==> config.mk <==
export PLATFORM = sky130hd
export DESIGN_NAME = drp_scan_sequencer
export DESIGN_NICKNAME = d
export VERILOG_FILES = /design/src/rtl/drp_scan_sequencer.sv
export SDC_FILE = /design/constraint.sdc
export NUM_CORES = 1
export LEC_CHECK = 0
export BUFFER_PORTS_ARGS = -buffer_cell sky130_fd_sc_hd__buf_2
export CAP_MARGIN = 10
export CORE_MARGIN = 2
export CORE_UTILIZATION = 50
export DETAILED_ROUTE_END_ITERATION = 12
export GPL_ROUTABILITY_DRIVEN = 0
export PLACE_DENSITY = 0.66
export SYNTH_ARGS = -nofsm -noshare
export SYNTH_HDL_FRONTEND = slang
export SYNTH_SLANG_ARGS = --single-unit
==> constraint.sdc <==
create_clock -name clk -period 9 [get_ports clk]
set_clock_uncertainty 0.1 [all_clocks]
set_input_delay 0.9 -clock clk [delete_from_list [all_inputs] [get_ports clk]]
set_output_delay 0.9 -clock clk [all_outputs]
set_load 0.01 [all_outputs]
==> src/rtl/drp_scan_sequencer.sv <==
// drp_scan_sequencer: walks a DRP address window, captures one clean word per address, flags changes and watches for stalls
module drp_scan_sequencer #(
   parameter int ADDR_W   = 8,
   parameter int DATA_W   = 16,
   parameter int NUM_REGS = 8,
   parameter int TIMEOUT  = 64,
   localparam int IDX_W   = $clog2(NUM_REGS),
   localparam int CNT_W   = $clog2(NUM_REGS + 1)
) (
   input  logic              clk,
   input  logic              rst,
   input  logic              scan_en,
   input  logic [ADDR_W-1:0] base_addr,
   input  logic [CNT_W-1:0]  scan_len,
   output logic [ADDR_W-1:0] rd_addr,
   input  logic [DATA_W-1:0] rd_data,
   input  logic              rd_valid,
   input  logic [IDX_W-1:0]  tbl_idx,
   output logic [DATA_W-1:0] tbl_data,
   output logic              tbl_changed,
   input  logic              chg_clr,
   input  logic              err_clr,
   output logic              scan_busy,
   output logic              scan_done,
   output logic              timeout_err
);
   localparam int WD_W = $clog2(TIMEOUT + 1);

   typedef enum logic [1:0] {IDLE, SETTLE, CAPTURE, NEXT} state_t;

   state_t              state_q, state_d;
   logic [IDX_W-1:0]    idx_q, idx_d;
   logic [ADDR_W-1:0]   base_q, base_d;
   logic [CNT_W-1:0]    len_q, len_d;
   logic [ADDR_W-1:0]   rd_addr_q, rd_addr_d;
   logic [WD_W-1:0]     wd_q, wd_d;
   logic                err_q, err_d;
   logic [DATA_W-1:0]   tbl_q [NUM_REGS];
   logic [DATA_W-1:0]   tbl_d [NUM_REGS];
   logic [NUM_REGS-1:0] chg_q, chg_d;
   logic [NUM_REGS-1:0] seen_q, seen_d;
   logic [DATA_W-1:0]   tbl_data_q;
   logic                tbl_chg_q;
   logic [CNT_W-1:0]    len_clamp;
   logic                start_ok;
   logic                last;

   assign len_clamp   = scan_len > CNT_W'(NUM_REGS) ? CNT_W'(NUM_REGS) : scan_len;
   assign start_ok    = scan_en && scan_len != '0;
   assign last        = CNT_W'(idx_q) == len_q - CNT_W'(1);
   assign rd_addr     = rd_addr_q;
   assign tbl_data    = tbl_data_q;
   assign tbl_changed = tbl_chg_q;
   assign scan_busy   = state_q != IDLE;
   assign scan_done   = state_q == NEXT && last;
   assign timeout_err = err_q;

   // Scan FSM: address stepping, stale-word discard, capture with change detect, watchdog
   always_comb begin
      state_d   = state_q;
      idx_d     = idx_q;
      base_d    = base_q;
      len_d     = len_q;
      rd_addr_d = rd_addr_q;
      wd_d      = wd_q;
      err_d     = err_clr ? 1'b0 : err_q;
      chg_d     = chg_clr ? '0 : chg_q;
      seen_d    = seen_q;
      tbl_d     = tbl_q;
      case (state_q)
         IDLE: if (start_ok) begin
            base_d    = base_addr;
            len_d     = len_clamp;
            idx_d     = '0;
            rd_addr_d = base_addr;
            wd_d      = '0;
            state_d   = SETTLE;
         end
         SETTLE, CAPTURE: begin
            wd_d = wd_q + 1'b1;
            if (rd_valid) begin
               wd_d    = '0;
               state_d = state_q == SETTLE ? CAPTURE : NEXT;
               if (state_q == CAPTURE) begin
                  tbl_d[idx_q]  = rd_data;
                  seen_d[idx_q] = 1'b1;
                  if (seen_q[idx_q] && rd_data != tbl_q[idx_q]) chg_d[idx_q] = 1'b1;
               end
            end else if (wd_q == WD_W'(TIMEOUT - 1)) begin
               wd_d    = '0;
               err_d   = 1'b1;
               state_d = NEXT;
            end
         end
         NEXT: begin
            idx_d   = '0;
            wd_d    = '0;
            state_d = IDLE;
            if (last && start_ok) begin
               base_d    = base_addr;
               len_d     = len_clamp;
               rd_addr_d = base_addr;
               state_d   = SETTLE;
            end else if (!last && scan_en) begin
               idx_d     = idx_q + 1'b1;
               rd_addr_d = base_q + ADDR_W'(idx_q) + ADDR_W'(1);
               state_d   = SETTLE;
            end
         end
         default: state_d = IDLE;
      endcase
   end

   // State, table and registered readback with asynchronous reset
   always_ff @(posedge clk or posedge rst) begin
      if (rst) begin
         state_q    <= IDLE;
         idx_q      <= '0;
         base_q     <= '0;
         len_q      <= '0;
         rd_addr_q  <= '0;
         wd_q       <= '0;
         err_q      <= 1'b0;
         tbl_q      <= '{default: '0};
         chg_q      <= '0;
         seen_q     <= '0;
         tbl_data_q <= '0;
         tbl_chg_q  <= 1'b0;
      end else begin
         state_q    <= state_d;
         idx_q      <= idx_d;
         base_q     <= base_d;
         len_q      <= len_d;
         rd_addr_q  <= rd_addr_d;
         wd_q       <= wd_d;
         err_q      <= err_d;
         tbl_q      <= tbl_d;
         chg_q      <= chg_d;
         seen_q     <= seen_d;
         tbl_data_q <= tbl_q[tbl_idx];
         tbl_chg_q  <= chg_q[tbl_idx];
      end
   end
endmodule

==> impl_metrics.tcl <==
set metrics [dict create \
    cts_tree "done" \
    slew_headroom_pct 30.2 \
    post-route-drc-count 0 \
    clockRootBuffer "clkbuf_16" \
    post-route-util_pct 56.4 \
    synth-seq-cells 194 \
    drv_cap 0 \
    cts_max_path_buffers 2 \
    drtIter0Drc 489 \
    area_delta_synth_final_pct 10.7 \
    wl_um 22800 \
    cts_num_sinks 194 \
    vias 6445 \
    critPathLaunchType "flip-flop" \
    powerDensity_nw_per_um2 259 \
    cts_setup_buffers 0 \
    die_h_um 145 \
    irDropWorstVdd_uv 127 \
    layoutNonFillerInstCount 1104 \
    cts_resized 0 \
    critPathTopFamily "flip-flops" \
    drive_gt1_share_pct 36.6 \
    gr-total-overflow 0 \
    fillerInstances 1595 \
    slowest_delay_ns 0.91 \
    grt_max_degree 115 \
    placed_cells 1073 \
    io_pins 65 \
    htree_levels 4 \
    grtUsageTotal_pct 23.2 \
    cp_num_buf_inv 1 \
    first_pass_iters 5 \
    path_cells "buf_4 -> mux2_2 -> o22ai_1 -> a221oi_1 -> xor2_1 -> nor4_1 -> nand4_2 -> a41o_1" \
    first_global_vias 6591 \
    synth_edf_count 0 \
    layout_setup_ws_ns 5.47 \
    avgSynthCellArea_um2 12.6 \
    design_area_um2 11000 \
    num_rows 51 \
    numCtsBuffers 17 \
    nets 876 \
    ys_types 45 \
    max_slew.worst_pin.slew_ns 1.05 \
    dpl_cell_area_um2 10400 \
    ys.warnings.count 0 \
    rsz0062_at_grt "false" \
    multi_input_area_um2 4710 \
    hold_class "flip-flop to flip-flop" \
    avgViaCountPerCell 5.84 \
    syn_nets 838 \
    postCtsHoldBufs 0 \
    leakagePower_uw 0.00530 \
    grt_pass1_wl_um 36600 \
    cp-end-kind "flip-flop" \
    die_area_um2 21000 \
    antenna_found_initial 0 \
    worstSetupPathType "flip-flop to flip-flop" \
    ys_async_sr_fraction_pct 100 \
    post-place-ws_ns 5.48 \
    drv_slew 0 \
    synthCells 789 \
    hpwl_um 14000 \
    antenna_cells 0 \
    synth-main-ff-cell "dfrtp_1" \
    core_area_um2 19500 \
    max_freq_ghz 0.283 \
    setup_viol_count_final 0 \
    crit_path_top_delay_cell "dfrtp_2" \
    seq_area_um2 4860 \
    worstPathArrival_ns 3.75 \
    tns_ns 0 \
    io_buffers 64 \
    status "completed" \
    initial_core_util_pct 50.9 \
    hold_viol 0 \
    wl_per_cell_um 20.7 \
    ys_seq_area_share_pct 49.0 \
    dieWidth_um 145 \
    netlist_area_um2 9920 \
    fin_crit_ns 3.53 \
    ant_nets 0 \
    insertion_delay_ns 0.43 \
    clkSlewWorstSetupHoldPaths_ns 0.07 \
    path_max_fanout 32 \
    timing.final.crit_share_pct 39.2 \
    critPathRequiredTime_ns 9.22 \
]
-- Yosys cell counts, drive strengths merged (4+ instances only) --
master / number / share of area [%]
dfrtp: 194 / 49
mux2: 137 / 16
nand2: 128 / 4.8
mux4: 52 / 12
buf: 32 / 1.9
mux2i: 27 / 2.7
nor2: 27 / 1.0
clkbuf: 25 / 0.97
o21ai: 23 / 1.2
xnor2: 17 / 1.5
inv: 14 / 0.53
ha: 11 / 1.4
xor2: 10 / 0.88
a21oi: 9 / 0.45
nor2b: 9 / 0.57
o22ai: 9 / 0.57
a221oi: 8 / 0.71
a41o: 8 / 0.81
or2: 7 / 0.44
nand2b: 6 / 0.38
nand3: 6 / 0.30
nand3b: 4 / 0.30
nor4: 4 / 0.38
-- cell families after synthesis --
| group | Yosys count | synth area share (%) |
|---|---|---|
| flops | 194 | 49.0 |
| xor+xnor | 27 | 2.38 |
| buf+inv | 73 | 3.52 |
| compound gates | 63 | 4.29 |
| fa+ha+maj | 12 | 1.59 |
| mux | 216 | 30.1 |
| simple gates | 204 | 9.16 |
-- registers in the layout (all words and copies together) (netlist names) --
register / count
tbl_q: 128
tbl_data: 16
base_q: 8
chg_q: 8
rd_addr: 8
seen_q: 8
wd_q: 7
len_q: 4
idx_q: 3
state_q: 2
tbl_changed: 1
timeout_err: 1
-- report_power, final --
group | leakage (uW) | internal (uW) | switching (uW)
Sequential | 0.00262 | 1040 | 149
Combinational | 0.00241 | 429 | 447
Clock | 0.000282 | 450 | 327
Total | 0.00530 | 1920 | 922
-- stage by stage --
step | total power (uW) | hold WS [ns]
2_1_floorplan | 1880 | 0.329
3_3_place_gp | 2040 | 0.345
3_5_place_dp | 2090 | 0.353
4_1_cts | 2870 | 0.370
5_1_grt | 3020 | 0.381
6_report | 2850 | 0.367
-- worst paths after layout --
kind	start	endpoint	slack [ns]	cells after the start
min in group asynchronous	rst	tbl_q[30]	0.51	2
max reg2reg	idx_q[0]	chg_q[0]	5.47	8
min reg2reg	seen_q[4]	seen_q[4]	0.37	1
max in group asynchronous	rst	tbl_q[72]	6.70	3
max	idx_q[0]	chg_q[0]	5.47	8
min	seen_q[4]	seen_q[4]	0.37	1
-- per-layer routing --
metal	wire length (um)	global-route usage, %
met3	1020	4.11
met1	10200	32.0
met2	11200	37.5
met5	0	0
met4	418	7.97
-- placed cells by master (no fill, tap or decap), types with 3 or more instances in the layout --
cell type and n:
ha_1 11, o21ai_0 21, o22ai_1 9, and2_1 3, nand2_1 128, dfrtp_1 193
clkinvlp_4 3, bufinv_16 3, buf_2 64, clkbuf_16 17, xor2_1 10, nand3_1 6
mux2_2 137, buf_4 12, nand3b_1 4, clkbuf_1 3, nand2b_1 6, mux4_2 52
nor2_1 27, a21oi_1 9, a221oi_1 8, xnor2_1 17, a41o_1 8, or2_2 7
nor2b_1 9, inv_1 13, mux2i_1 27
-- layout make-up --
class,count,area share (%)
sequential,194,44.3
multi-input combinational,522,42.9
clock buffer,22,4.23
timing repair buffer,76,3.74
tap,265,3.02
clock inverter,9,1.20
inverter,16,0.616
No activity file was read; power rests on OpenSTA's default activity.
